===== src/rtl/text_arb_pkg.sv =====
// Shared encodings and default sizes for the text RAM arbiter.
// Optional hardware clear is built only when TEXTARB_CLEAR_EN is defined.
package text_arb_pkg;

    localparam int ADDR_W_DEF = 12;
    localparam int DATA_W_DEF = 8;
    localparam int DEPTH_DEF  = 2400;

    typedef enum logic [1:0] {
        CPU_IDLE   = 2'd0,
        CPU_ISSUED = 2'd1,
        CPU_DONE   = 2'd2
    } cpu_state_t;

    typedef enum logic [1:0] {
        SRC_NONE = 2'd0,
        SRC_VID  = 2'd1,
        SRC_CPU  = 2'd2,
        SRC_CLR  = 2'd3
    } src_t;

endpackage


===== src/rtl/text_clear_seq.sv =====
// Clear-screen sweep: walks 0..DEPTH-1, advancing on every granted slot.
// Only instantiated when TEXTARB_CLEAR_EN is defined.
module text_clear_seq
    import text_arb_pkg::*;
#(
    parameter int ADDR_W = ADDR_W_DEF,
    parameter int DEPTH  = DEPTH_DEF
) (
    input  logic              clk,
    input  logic              reset,
    input  logic              start,
    input  logic              grant,
    output logic              req,
    output logic [ADDR_W-1:0] addr,
    output logic              busy
);

    // Busy flag and sweep pointer; start is ignored while sweeping.
    always_ff @(posedge clk or posedge reset) begin
        if (reset) begin
            busy <= 1'b0;
            addr <= '0;
        end else if (!busy) begin
            if (start) begin
                busy <= 1'b1;
                addr <= '0;
            end
        end else if (grant) begin
            if (addr == ADDR_W'(DEPTH - 1))
                busy <= 1'b0;
            else
                addr <= addr + 1'b1;
        end
    end

    assign req = busy;

endmodule


===== src/rtl/text_mem_arbiter.sv =====
// Single-port text RAM arbiter: video > CPU > clear, tagged read return.
// Define TEXTARB_CLEAR_EN to build the hardware clear-screen sequencer.
module text_mem_arbiter
    import text_arb_pkg::*;
#(
    parameter int                ADDR_W    = ADDR_W_DEF,
    parameter int                DATA_W    = DATA_W_DEF,
    parameter int                DEPTH     = DEPTH_DEF,
    parameter logic [DATA_W-1:0] FILL_CHAR = DATA_W'(8'h20)
) (
    input  logic              clk,
    input  logic              reset,
    input  logic              vid_req,
    input  logic [ADDR_W-1:0] vid_addr,
    output logic [DATA_W-1:0] vid_data,
    output logic              vid_valid,
    input  logic              cpu_req,
    input  logic              cpu_we,
    input  logic [ADDR_W-1:0] cpu_addr,
    input  logic [DATA_W-1:0] cpu_wdata,
    output logic [DATA_W-1:0] cpu_rdata,
    output logic              cpu_ready,
    input  logic              clr_start,
    output logic              clr_busy,
    output logic              mem_en,
    output logic              mem_we,
    output logic [ADDR_W-1:0] mem_addr,
    output logic [DATA_W-1:0] mem_wdata,
    input  logic [DATA_W-1:0] mem_rdata
);

    cpu_state_t        state_q, state_d;
    src_t              tag_d, tag_q;
    logic              vid_p1;
    logic              vid_in, cpu_in;
    logic              vid_grant, cpu_grant, clr_grant;
    logic              clr_req;
    logic [ADDR_W-1:0] clr_addr;

    assign vid_in    = vid_addr < ADDR_W'(DEPTH);
    assign cpu_in    = cpu_addr < ADDR_W'(DEPTH);
    assign vid_grant = vid_req & ~reset;
    assign cpu_grant = (state_q == CPU_IDLE) & cpu_req
                     & ~vid_req & ~reset;
    assign clr_grant = clr_req & ~vid_req & ~cpu_grant & ~reset;

`ifdef TEXTARB_CLEAR_EN
    text_clear_seq #(
        .ADDR_W (ADDR_W),
        .DEPTH  (DEPTH)
    ) u_clear (
        .clk    (clk),
        .reset  (reset),
        .start  (clr_start),
        .grant  (clr_grant),
        .req    (clr_req),
        .addr   (clr_addr),
        .busy   (clr_busy)
    );
`else
    logic unused_clr_start;
    assign unused_clr_start = clr_start;
    assign clr_req  = 1'b0;
    assign clr_addr = '0;
    assign clr_busy = 1'b0;
`endif

    // Port mux: the single granted master drives the RAM and sets the tag.
    always_comb begin
        mem_en    = 1'b0;
        mem_we    = 1'b0;
        mem_addr  = '0;
        mem_wdata = '0;
        tag_d     = SRC_NONE;
        unique case (1'b1)
            vid_grant: begin
                mem_en   = vid_in;
                mem_addr = vid_addr;
                tag_d    = vid_in ? SRC_VID : SRC_NONE;
            end
            cpu_grant: begin
                mem_en    = cpu_in;
                mem_we    = cpu_we & cpu_in;
                mem_addr  = cpu_addr;
                mem_wdata = cpu_wdata;
                tag_d     = cpu_in ? SRC_CPU : SRC_NONE;
            end
            clr_grant: begin
                mem_en    = 1'b1;
                mem_we    = 1'b1;
                mem_addr  = clr_addr;
                mem_wdata = FILL_CHAR;
                tag_d     = SRC_CLR;
            end
            default: ;
        endcase
    end

    // Tag stage aligned with the RAM's one-cycle read latency.
    always_ff @(posedge clk or posedge reset) begin
        if (reset) begin
            tag_q  <= SRC_NONE;
            vid_p1 <= 1'b0;
        end else begin
            tag_q  <= tag_d;
            vid_p1 <= vid_grant;
        end
    end

    // Video return stage; untagged slots yield zero data.
    always_ff @(posedge clk or posedge reset) begin
        if (reset) begin
            vid_valid <= 1'b0;
            vid_data  <= '0;
        end else begin
            vid_valid <= vid_p1;
            vid_data  <= (tag_q == SRC_VID) ? mem_rdata : '0;
        end
    end

    // CPU FSM state register.
    always_ff @(posedge clk or posedge reset) begin
        if (reset) state_q <= CPU_IDLE;
        else       state_q <= state_d;
    end

    // CPU read capture while the access returns.
    always_ff @(posedge clk or posedge reset) begin
        if (reset)
            cpu_rdata <= '0;
        else if (state_q == CPU_ISSUED)
            cpu_rdata <= (tag_q == SRC_CPU) ? mem_rdata : '0;
    end

    // CPU FSM next state and ready pulse.
    always_comb begin
        state_d   = state_q;
        cpu_ready = 1'b0;
        unique case (state_q)
            CPU_IDLE:   if (cpu_grant) state_d = CPU_ISSUED;
            CPU_ISSUED: state_d = CPU_DONE;
            CPU_DONE: begin
                cpu_ready = 1'b1;
                state_d   = CPU_IDLE;
            end
            default:    state_d = CPU_IDLE;
        endcase
    end

endmodule


===== config.mk =====
export PLATFORM = sky130hd
export DESIGN_NAME = text_mem_arbiter
export DESIGN_NICKNAME = d
export VERILOG_FILES = /design/src/rtl/text_arb_pkg.sv /design/src/rtl/text_clear_seq.sv /design/src/rtl/text_mem_arbiter.sv
export SDC_FILE = /design/constraint.sdc
export NUM_CORES = 1
export LEC_CHECK = 0
export ABC_CLOCK_PERIOD_IN_PS = 1700
export BUFFER_PORTS_ARGS = -buffer_cell sky130_fd_sc_hd__clkbuf_2
export CAP_MARGIN = 20
export CORE_AREA = 2 2 57 59
export DETAILED_ROUTE_END_ITERATION = 16
export DIE_AREA = 0 0 59 61
export PLACE_DENSITY_LB_ADDON = 0.1
export SLEW_MARGIN = 20
export SYNTH_ARGS = -nofsm -noshare
export SYNTH_HDL_FRONTEND = slang
export SYNTH_SLANG_ARGS = --single-unit

===== constraint.sdc =====
create_clock -name clk -period 1.7 [get_ports clk]
set_clock_uncertainty 0.2 [all_clocks]
set_input_delay 0.17 -clock clk [delete_from_list [all_inputs] [get_ports clk]]
set_output_delay 0.17 -clock clk [all_outputs]
set_load 0.05 [all_outputs]

; Word level (Yosys, flattened, before mapping)
; Index checks and enable logic that the tools add are counted.
[word_totals]
ff_bits = 22
word_cells = 33
[op_classes]
eq_ne = 5
n_mux = 12
magnitude_cmp = 2
n_reduce_logical = 1
n_bitwise = 7
[op_table]
columns = cell, n
row1 = less-than comparator 12 bit (second input constant), 2
row2 = 2-to-1 mux 8 bit, 3
row3 = case mux 12 bit (2 select lines), 1
row4 = case mux 2 bit (2 select lines), 2
row5 = bitwise AND 1 bit, 5
row6 = == test 2 x 1 -> 1 bit (second input constant), 2
row7 = == test 2 bit (second input constant), 2
row8 = 2-to-1 mux 2 bit, 2
row9 = 2-to-1 mux 1 bit, 3
row10 = zero test 2 bit, 1
row11 = != test 2 bit (second input constant), 1
row12 = NOT 1 bit, 2
row13 = case mux 1 bit (2 select lines), 1

; Depth between registers and ports, before layout
; Gate-level depths: netlist (run 1).
[depth]
depth_word = 6
ltp_mapped = 5

; Worst setup path after synthesis (run 1)
; No wires, ideal clock.
[synth_path]
path_type = reg-to-output
from = register state_q[1]
to = output mem_we
path_stages_with_launch = 4
arrival_time_ps = 2084
setup_slack_ps = -754
path_cell_list = dfrtp_1 > nor4_4 > nand2_2 > nor3b_1
[synth_between]
elab_chain_len = 5
[synth_lines]
columns = element, line
row1 = from (decl), text_mem_arbiter.sv:32  ; cpu_state_t state_q, state_d;
row2 = from (signal assigned), text_mem_arbiter.sv:124  ; else state_q <= state_d;
row3 = zero test 2 bit, text_mem_arbiter.sv:43  ; assign cpu_grant = (state_q == CPU_IDLE) & cpu_req
row4 = bitwise AND 1 bit, text_mem_arbiter.sv:43
row5 = bitwise AND 1 bit (2 in a row), text_mem_arbiter.sv:44  ; & ~vid_req & ~reset;
row6 = 2-to-1 mux 1 bit, text_mem_arbiter.sv:75  ; unique case (1'b1)
row7 = to (decl), text_mem_arbiter.sv:26  ; output logic mem_we,
; No other way between the ends.

; Worst setup path in the final report (run 1)
[layout_path]
from = register state_q[1]
to = output mem_en
[layout_between]
elab_chain_len = 5
[layout_lines]
columns = element, line
row1 = zero test 2 bit, text_mem_arbiter.sv:43
row2 = bitwise AND 1 bit, text_mem_arbiter.sv:43
row3 = bitwise AND 1 bit (2 in a row), text_mem_arbiter.sv:44
row4 = case mux 1 bit (2 select lines), text_mem_arbiter.sv:75
row5 = to (decl), text_mem_arbiter.sv:25  ; output logic mem_en,
; No other way between the ends.

==> results of run 1 <==
-- final cells by class --
class / instances / share of cell area
clock buffers: 4 / 0.0175
inverters: 3 / 0.00786
multi-input cells: 56 / 0.253
flip-flops and latches: 22 / 0.266
well taps: 33 / 0.0200
repair buffers: 102 / 0.436
-- synthesized netlist by cell type --
master	n
dfrtp_1	22
clkinv_2	1
buf_6	1
and3_1	8
nand3_1	1
nor4_4	1
nand2_1	2
a22o_1	20
a21oi_1	1
nor2_1	3
inv_1	2
nand2b_1	1
a211oi_1	1
o22ai_1	1
buf_4	1
a21boi_0	1
and2_1	8
nor3b_4	1
nor3b_1	1
buf_2	2
conb_1	1
nor2b_1	3
nand2_2	1
o21ai_0	1
-- through the flow --
step / setup TNS [ns] / hold WS [ns] / total power, mW
2_1_floorplan: -0.344 / -0.0408 / 0.790
3_3_place_gp: -0.583 / 0.139 / 0.901
3_5_place_dp: -0.830 / 0.146 / 0.906
4_1_cts: -5.33 / 0.0114 / 1.27
5_1_grt: -6.86 / 0.0537 / 1.34
6_report: -4.95 / 0.0600 / 1.28
-- cell families (layout without fill, tap and decap cells) --
family | after synthesis | after routing
flops | 22 | 22
other cells | 1 | 1
simple gates | 30 | 30
compound gates | 25 | 25
buf+inv | 7 | 109
-- metal layers --
metal | track usage | wire, um
met4 | 0.0779 | 27
met1 | 0.183 | 1170
met5 | 0 | 0
met3 | 0.0149 | 165
met2 | 0.338 | 1680
-- sequential cells by signal, summed over array words and instances (netlist names) --
signal and flops:
vid_valid 1, vid_data 8, vid_p1 1, tag_q 2
state_q 2, cpu_rdata 8
-- final timing paths --
check                                       start                       end  cells past startpoint
setup / recovery           state_q[1]$_DFFE_PP0P_                    mem_en                      5
hold / removal                        vid_addr[9]        tag_q[0]$_DFF_PP0_                      4
setup reg to reg           state_q[1]$_DFFE_PP0P_  cpu_rdata[3]$_DFFE_PP0N_                      3
hold reg to reg                  vid_p1$_DFF_PP0_       vid_valid$_DFF_PP0_                      0
max in group asynchronous                   reset     vid_data[2]$_DFF_PP0_                      5
min in group asynchronous                   reset        tag_q[1]$_DFF_PP0_                      5
-- critical path, delay by kind of cell, from the launching register on --
family	cells	cell delay, ns
AO/OA/AOI/OAI	1	0.11
buffers and inverters	2	0.34
flip-flops	1	0.43
AND/OR/NAND/NOR	2	0.41
-- layout by cell type (no fill, tap or decap), types with 2 or more instances in the layout --
master	Yosys	routed
a22o_1	20	8
nor3b_4	1	2
a22o_2	0	8
and2_1	8	8
nor2b_1	3	3
and3_4	0	8
inv_1	2	2
nor2_1	3	3
dfrtp_1	22	22
buf_8	0	12
dlygate4sd3_1	0	10
clkbuf_16	0	10
clkbuf_4	0	3
a22o_4	0	4
clkbuf_2	0	62
nand2_1	2	2
buf_4	1	8
-- power breakdown --
part | total [mW] | internal [mW] | switching [mW]
registers | 0.550 | 0.541 | 0.00928
clock network | 0.277 | 0.130 | 0.147
logic | 0.450 | 0.198 | 0.252
total | 1.28 | 0.870 | 0.408
-- what timing repair did --
item	in CTS	in global routing
endpoints found under the setup margin	22	22
pin swaps	6	2
hold buffers	10	0
resized for setup	61	15
setup buffers	0	1
endpoints found under the hold margin	39	0
==> results.md, run 1 <==
* Status: finished, violations left
* Failing checks: negative setup slack
* Post-DP HPWL at 2.05 mm
* Cell area after layout at 2070 um2
* Largest net degree at the start of global routing at 23
* Drt pass-1 iters at 4
* Reg clk slew, reported paths at 0.11 ns
* Post-synth top area share at 0.548
* Crit-path cells: nor4_4, nand2_2, buf_4, o22ai_4, buf_8
* Final setup violating endpoints at 22
* Core Rows at 20
* Compound-Gate Fraction of Synth Area at 0.205
* RSZ-0062 raised after global routing: true
* Cell Count, Final, Fillers Out at 220
* Power Dens Cells at 618 nW/um2
* Seq. cell area at 551 um2
* CTS root buf: clkbuf_4
* Yosys reg bits at 22
* Yosys top cell by area: dfrtp_1
* Synth cell types at 24
* Area grow syn2layout at 106%
* Routed WL at 3.05 mm
* Mux contribution to synthesized area at 0
* Layout cell share with drive strength beyond 1 at 0.652
* Wirelength per Cell at 13.8 um
* IO Port Bufs at 84
* I/O Pins at 87
* Synth warn at 0
* Antenna Cells at 0
* Crit-path max cell delay at 0.43 ns
* Vias per cell at 4.85
* Nets@finish at 234
* Htree depth at 1
* Initial DRC count at 23
* CTS tree: done
* Die width at 59 um
* Fin crit share at 1.15
* Syn Nets at 131
* Max_cap viols at 0
* Largest family of logic cells by synthesized area: compound AO/OA/AOI/OAI gates
* Kind of critical path: flip-flop to primary output
* Total GRT Usage at 0.171
* Highest Clock Rate at 0.510 GHz
* Post-Synth Simple-Gate Area at 0.202
* Die area at 3600 um2
* R2r setup slk at 0.21 ns
* Xor/xnor cell area share of the yosys netlist at 0
* CTS max path bufs at 2
* Setup crit end kind: primary output
* Type of the worst min-delay path: input port to flip-flop
* Max FO, Critical Path at 3
* Vias in the first global route at 1,117
* Worst VDD drop at 0.296 mV
* Headroom to the max-slew limit at 0.437
* Synth Area per Inst at 11.8 um2
* Num CTS Buffers at 3
* Post-synthesis sequential area ratio at 0.548
* Initial antenna violation count at 0
* Placed Cells at 205
* Final worst slack at -0.260 ns
* Initial Utilization at 0.340
* Worst Path Arrival at 1.59 ns
* Vias at 1,067
* Area of the multi-input gates at 523 um2
* Mapped Area at 1000 um2
* Leakage power at 1.09 nW
* Residual DRC at 0
* Slowest cell on the critical path: dfrtp_1
* Worst slew pin tran at 0.836 ns
* Remaining Overflow, GRT at 0
* Post-Synth Adder-Cell Area at 0
* Post-DRT Antenna Nets at 0
* Crit start category: flip-flop
* Synth area leaders: dfrtp_1 (55%), a22o_1 (17%), and2_1 (5.0%)
* Clock sinks at 22
* FILL cells at 224
* Final Max Slew Viols at 0
* WP data required at 1.33 ns
* Mapped Cells at 85
* Final Core Density at 0.700
* Tmin final at 1.96 ns
* First-pass GRT wire length at 4.64 mm
* Core box area at 2950 um2
* Worst slack, placed at -0.0807 ns
* Final Wtd Congestion at 0.663
* Post-placement cell area at 1550 um2
* Die height at 61 um
* Insertion delay to the later sink of the worst-skew pair at 0.30 ns
* Final Hold Viols at 0
(Power assumes the default switching activity.)
==> run 2: changes to the inputs <==
REMOVE_ABC_BUFFERS = 1   (was default)
==> results.md, run 2 (synthesized netlist as in run 1, its figures left out) <==
* Commonest cells after routing, fill and taps aside: clkbuf_2 (62), dfrtp_1 (22), buf_8 (20) (was clkbuf_2 (62), dfrtp_1 (22), buf_8 (12))
* Num CTS Buffers at 3 (unchanged)
* Final Hold Viols at 0 (unchanged)
* Net Switching at 0.399 mW (was 0.408 mW)
* Slowest cell on the critical path: dfrtp_1 (unchanged)
* Final worst slack at -0.233 ns (was -0.260 ns)
* Buf/Inv on CP at 2 (unchanged)
* Hold Path Stages at 3 (was 4)
* Remaining Overflow, GRT at 0 (unchanged)
* RR Endpoint: cpu_rdata[7]$_DFFE_PP0N_ (was cpu_rdata[3]$_DFFE_PP0N_)
* Failing checks: negative setup slack (unchanged)
* First-pass GRT wire length at 4.53 mm (was 4.64 mm)
* Initial antenna violation count at 0 (unchanged)
* Met1 Track Usage GR at 0.181 (was 0.183)
* Post-DP HPWL at 2.08 mm (was 2.05 mm)
* Initial Utilization at 0.340 (unchanged)
* CTS root buf: clkbuf_4 (unchanged)
* Final setup violating endpoints at 22 (unchanged)
* Total negative slack at -4.51 ns (was -4.95 ns)
* Status: finished, violations left (unchanged)
* Type of the worst min-delay path: input port to flip-flop (unchanged)
* Final Core Density at 0.646 (was 0.700)
* Htree depth at 1 (unchanged)
* Clock share of power at 0.220 (was 0.217)
* Logic pwr share at 0.337 (was 0.352)
* Internal at 0.846 mW (was 0.870 mW)
* Reg clk slew, reported paths at 0.11 ns (about the same)
* Routed WL at 2.96 mm (was 3.05 mm)
* Wirelength per Cell at 13.5 um (was 13.8 um)
* IO Port Bufs at 84 (unchanged)
* Hold EP: tag_q[1]$_DFF_PP0_ (was tag_q[0]$_DFF_PP0_)
* Highest Clock Rate at 0.517 GHz (was 0.510 GHz)
* Drt pass-1 iters at 4 (unchanged)
* CTS max path bufs at 2 (unchanged)
* Crit-path max cell delay at 0.43 ns (about the same)
* GR peak layer: met2 (unchanged)
* Antenna Cells at 0 (unchanged)
* Met2 usage at 0.317 (was 0.338)
* Leakage power at 1.02 nW (was 1.09 nW)
* Tmin final at 1.93 ns (was 1.96 ns)
* Die height at 61 um (unchanged)
* Vias at 1,064 (was 1,067)
* Vias per cell at 4.84 (was 4.85)
* Top delay family on crit path: flip-flops (unchanged)
* Area grow syn2layout at 89.9% (was 106%)
* Worst VDD drop at 0.308 mV (was 0.296 mV)
* Max FO, Critical Path at 13 (was 3)
* Setup crit end kind: primary output (unchanged)
* Kind of critical path: flip-flop to primary output (unchanged)
* Sequential power share at 0.442 (was 0.431)
* CP Depth at 5 (unchanged)
* Core box area at 2950 um2 (unchanged)
* Die area at 3600 um2 (unchanged)
* Insertion delay to the later sink of the worst-skew pair at 0.29 ns (was 0.30 ns)
* Fin crit share at 1.14 (was 1.15)
* Biggest regs: cpu_rdata x8, vid_data x8 (unchanged)
* Vias in the first global route at 1,115 (was 1,117)
* Hold wc startpoint: cpu_addr[11] (was vid_addr[9])
* RSZ-0062 raised after global routing: true (unchanged)
* Layout cell share with drive strength beyond 1 at 0.578 (was 0.652)
* Total GRT Usage at 0.166 (was 0.171)
* Crit-path cells: nor4_4, nand2_2, clkinv_4, a22o_1, buf_8 (was nor4_4, nand2_2, buf_4, o22ai_4, buf_8)
* Worst Path Arrival at 1.56 ns (was 1.59 ns)
* Initial DRC count at 16 (was 23)
* Switching Share at 0.320 (was 0.319)
* R2r setup slk at 0.23 ns (was 0.21 ns)
* CTS tree: done (unchanged)
* Clock sinks at 22 (unchanged)
* Residual DRC at 0 (unchanged)
* Launching point of the worst reg2reg path: state_q[1]$_DFFE_PP0P_ (unchanged)
* Nets@finish at 234 (unchanged)
* FF-to-FF path depth at 3 (unchanged)
* Crit start category: flip-flop (unchanged)
* Final Wtd Congestion at 0.730 (was 0.663)
* Final Max Slew Viols at 0 (unchanged)
* Power Dens Cells at 653 nW/um2 (was 618 nW/um2)
* Largest net degree at the start of global routing at 23 (unchanged)
* M3 GR Usage at 0.0320 (was 0.0149)
* Max_cap viols at 0 (unchanged)
* WP data required at 1.33 ns (about the same)
* Tot Pwr at 1.25 mW (was 1.28 mW)
* Die width at 59 um (unchanged)
* Leading cell type in the layout, fill and taps excluded: clkbuf_2 (unchanged)
* Post-DRT Antenna Nets at 0 (unchanged)
* I/O Pins at 87 (unchanged)
* Worst slack, placed at -0.113 ns (was -0.0807 ns)
* Core Rows at 20 (unchanged)
==> run 2: area by class of cell <==
cell class,instances,area (um2)
clock buffer,4,36.3
fill,235,1040
inverter,3,16.3
multi-input combinational,56,463
sequential,22,551
tap,33,41.3
timing repair buffer,102,801
==> run 2: through the flow <==
step	hold slack, ns	cell area (um2)	cells
2_1_floorplan	-0.0408	976	81
3_3_place_gp	0.0492	1490	203
3_5_place_dp	0.0502	1490	203
4_1_cts	0.0376	1830	219
5_1_grt	0.0881	1910	220
6_report	0.0564	1910	220
==> run 2: worst max-delay path by stage <==
stage	start	to	slack [ns]
finish	state_q[1]$_DFFE_PP0P_	mem_addr[2]	-0.23
global route	state_q[1]$_DFFE_PP0P_	mem_we	-0.36
CTS	state_q[1]$_DFFE_PP0P_	mem_addr[0]	-0.28
detailed placement	state_q[1]$_DFFE_PP0P_	mem_addr[0]	-0.11
global placement	state_q[1]$_DFFE_PP0P_	mem_addr[0]	-0.08
floorplan	state_q[1]$_DFFE_PP0P_	mem_we	-0.75
==> run 2: what timing repair did <==
item                                    in CTS  in global routing
hold endpoints to repair                    39                  0
hold buffers                                11                  0
gates resized for setup                     43                 29
setup buffers                                1                  1
pin swaps                                    2                  8
endpoints found under the setup margin      22                 22
==> run 2: worst register-to-register path: cells and delay by family (launching register included) <==
family          cells  cell delay (ns)
simple gates        2             0.60
flops               1             0.43
compound gates      1             0.19
==> run 2: power by group through the flow <==
stage	clock network (mW)	registers [mW]	logic, mW
floorplan	0	0.608	0.161
global placement	0	0.560	0.329
detailed placement	0	0.561	0.332
CTS	0.281	0.551	0.395
global route	0.308	0.553	0.444
finish	0.275	0.551	0.420
==> run 2: metal layers <==
| layer | up-vias | part of all wire |
|---|---|---|
| met4 | 0 | 0.0064 |
| met1 | 490 | 0.36 |
| met5 | - | 0 |
| li1 | 514 | - |
| met2 | 58 | 0.55 |
| met3 | 2 | 0.084 |
==> run 3: changes to the inputs <==
ABC_AREA = 1   (was default)
CORE_AREA = 2 2 62 64   (was 2 2 57 59)
DIE_AREA = 0 0 64 66   (was 0 0 59 61)
SLEW_MARGIN = default   (was 20)
==> results.md, run 3 <==
* Status: finished, violations left (unchanged)
* Failing checks: negative setup slack (unchanged)
* Hold wc startpoint: reset (was cpu_addr[11])
* Insertion delay to the later sink of the worst-skew pair at 0.29 ns (about the same)
* Vias at 1,321 (was 1,064)
* FILL cells at 287 (was 235)
* Num CTS Buffers at 3 (unchanged)
* Hold EP: vid_p1$_DFF_PP0_ (was tag_q[1]$_DFF_PP0_)
* Cell area after layout at 2250 um2 (was 1910 um2)
* Die width at 64 um (was 59 um)
* RR Endpoint: cpu_rdata[7]$_DFFE_PP0N_ (unchanged)
* Synth warn at 0 (unchanged)
* First-pass GRT wire length at 5.35 mm (was 4.53 mm)
* Wirelength per Cell at 11.5 um (was 13.5 um)
* Worst Path Arrival at 1.53 ns (was 1.56 ns)
* Layout cell share with drive strength beyond 1 at 0.521 (was 0.578)
* Nets@finish at 306 (was 234)
* Mapped Area at 1180 um2 (was 1000 um2)
* Post-synthesis sequential area ratio at 0.467 (was 0.548)
* Final worst slack at -0.201 ns (was -0.233 ns)
* Mapped Cells at 156 (was 85)
* Commonest cells post-synth: nand2_1 (40), inv_1 (25), dfrtp_1 (22), nor2_1 (22), nand2_2 (20) (was dfrtp_1 (22), a22o_1 (20), and2_1 (8), and3_1 (8))
* Power Dens Cells at 595 nW/um2 (was 653 nW/um2)
* Launching point of the worst reg2reg path: state_q[0]$_DFFE_PP0P_ (was state_q[1]$_DFFE_PP0P_)
* Post-DRT Antenna Nets at 0 (unchanged)
* Final Core Density at 0.633 (was 0.646)
* Worst VDD drop at 0.287 mV (was 0.308 mV)
* Synth Area per Inst at 7.56 um2 (was 11.8 um2)
* Leakage power at 1.32 nW (was 1.02 nW)
* CTS max path bufs at 2 (unchanged)
* Yosys top cell by area: dfrtp_1 (unchanged)
* Hold Path Stages at 3 (unchanged)
* Max_cap viols at 0 (unchanged)
* Area grow syn2layout at 90.8% (was 89.9%)
* Fin crit share at 1.12 (was 1.14)
* Highest Clock Rate at 0.526 GHz (was 0.517 GHz)
* WP data required at 1.33 ns (about the same)
* Synth area leaders: dfrtp_1 (47%), nand2_1 (13%), nand2_2 (11%) (was dfrtp_1 (55%), a22o_1 (17%), and2_1 (5.0%))
* Synth cell types at 15 (was 24)
* Crit start category: flip-flop (unchanged)
* Max FO, Critical Path at 8 (was 13)
* Post-DP HPWL at 2.34 mm (was 2.08 mm)
* Residual DRC at 0 (unchanged)
* I/O Pins at 87 (unchanged)
* Post-placement cell area at 1670 um2 (was 1490 um2)
* Commonest cells after routing, fill and taps aside: clkbuf_2 (62), nand2_1 (38), inv_1 (25) (was clkbuf_2 (62), dfrtp_1 (22), buf_8 (20))
* R2r setup slk at 0.41 ns (was 0.23 ns)
* Top FF cell, synth: dfrtp_1 (unchanged)
* Final Hold Viols at 0 (unchanged)
* Post-synth top area share at 0.467 (was 0.548)
* Die height at 66 um (was 61 um)
* Type of the worst min-delay path: input port to flip-flop (unchanged)
* Leading cell type in the layout, fill and taps excluded: clkbuf_2 (unchanged)
* Final setup violating endpoints at 22 (unchanged)
* Clock sinks at 22 (unchanged)
* Reg clk slew, reported paths at 0.12 ns (was 0.11 ns)
* Total GRT Usage at 0.163 (was 0.166)
* FF-to-FF path depth at 5 (was 3)
* Die area at 4220 um2 (was 3600 um2)
* Final Wtd Congestion at 0.666 (was 0.730)
* Setup crit end kind: primary output (unchanged)
* Post-synth EDFFs at 0 (unchanged)
* CTS root buf: clkbuf_4 (unchanged)
* Initial antenna violation count at 0 (unchanged)
* Core box area at 3550 um2 (was 2950 um2)
* IO Port Bufs at 84 (unchanged)
* Kind of critical path: flip-flop to primary output (unchanged)
* FFs w/ async S/R, synth at 1.00 (unchanged)
* Tmin final at 1.90 ns (was 1.93 ns)
* Antenna Cells at 0 (unchanged)
* Seq. cell area at 551 um2 (unchanged)
* Core Rows at 22 (was 20)
* Vias per cell at 4.30 (was 4.84)
* Final Max Slew Viols at 0 (unchanged)
* Remaining Overflow, GRT at 0 (unchanged)
* Initial DRC count at 48 (was 16)
* CTS tree: done (unchanged)
* Initial Utilization at 0.332 (was 0.340)
* Yosys reg bits at 22 (unchanged)
* Largest net degree at the start of global routing at 23 (unchanged)
* Area of the multi-input gates at 636 um2 (was 463 um2)
* Vias in the first global route at 1,237 (was 1,115)
* Drt pass-1 iters at 6 (was 4)
* Top-count cell post-synth: nand2_1 (was dfrtp_1)
* Htree depth at 1 (unchanged)
* RSZ-0062 raised after global routing: true (unchanged)
* Routed WL at 3.52 mm (was 2.96 mm)
* Biggest regs: cpu_rdata x8, vid_data x8 (unchanged)
==> run 3: cell types whose count changed after synthesis, sizes merged, moves of 8 or more <==
cell | before | now
and3 | 8 | 0
and2 | 8 | 0
inv | 2 | 27
nand3 | 1 | 14
a22o | 20 | 0
nor2 | 3 | 25
nand2 | 3 | 61
==> run 3: timing repair <==
item	CTS	global route
setup endpoints to repair	22	22
setup buffers	1	1
gates cloned	1	0
hold endpoints to repair	39	0
resized for setup	64	33
pin swaps	2	3
hold buffers	10	0
==> run 3: how the worst max path moves through the flow <==
stage	start	end	slack (ns)	depth (start not counted)
after global routing	state_q[1]$_DFFE_PP0P_	mem_addr[0]	-0.29	7
final	state_q[1]$_DFFE_PP0P_	mem_addr[0]	-0.20	7
after floorplan	state_q[0]$_DFFE_PP0P_	mem_addr[7]	-0.46	3
after global placement	state_q[1]$_DFFE_PP0P_	mem_addr[0]	0.07	7
after detailed placement	state_q[1]$_DFFE_PP0P_	mem_addr[1]	0.06	7
after CTS	state_q[1]$_DFFE_PP0P_	mem_addr[1]	-0.19	7
==> run 3: report_power, final <==
part / internal, mW / switching (mW) / total, mW
registers: 0.545 / 0.0102 / 0.555
clock network: 0.130 / 0.148 / 0.279
logic: 0.191 / 0.312 / 0.503
total: 0.867 / 0.471 / 1.34
==> run 3: per-layer routing <==
metal / part of all wire / GRT usage / wire length, um / up-vias
li1: - / - / - / 668
met1: 0.39 / 0.191 / 1370 / 580
met2: 0.50 / 0.280 / 1740 / 71
met3: 0.11 / 0.0511 / 377 / 2
met4: 0.0077 / 0.0571 / 27 / 0
met5: 0 / 0 / 0 / -
==> run 3: cell families after synthesis <==
kind of cell           Yosys count  synth area share
buffers and inverters           30             0.116
AND/OR/NAND/NOR                100             0.401
other                            1           0.00318
flip-flops                      22             0.467
AO/OA/AOI/OAI                    3            0.0127
==> run 3: worst max-delay path, stage by stage (launching register included) <==
cell       delay (ns)
dfrtp_1          0.43
nor2_4           0.13
nand2_2          0.07
nor2_4           0.15
buf_12           0.17
nand2_4          0.05
nand2_2          0.07
clkbuf_16        0.16
==> run 3: layout make-up <==
| class | count | share of cell area |
|---|---|---|
| timing repair buffer | 101 | 0.385 |
| inverter | 27 | 0.0451 |
| multi-input combinational | 105 | 0.283 |
| clock buffer | 4 | 0.0161 |
| tap | 48 | 0.0267 |
| sequential | 22 | 0.245 |
==> run 3: per-stage QoR <==
stage	std cells	total power, mW	hold slack (ns)	TNS, ns	setup WS, ns
after global routing	307	1.41	0.0566	-5.37	-0.291
after floorplan	153	0.811	-0.156	-0.551	-0.455
after global placement	290	0.942	0.0688	0	0.0742
after CTS	306	1.32	0.0509	-3.17	-0.187
after detailed placement	290	0.942	0.0742	0	0.0620
final	307	1.34	0.0645	-3.44	-0.201
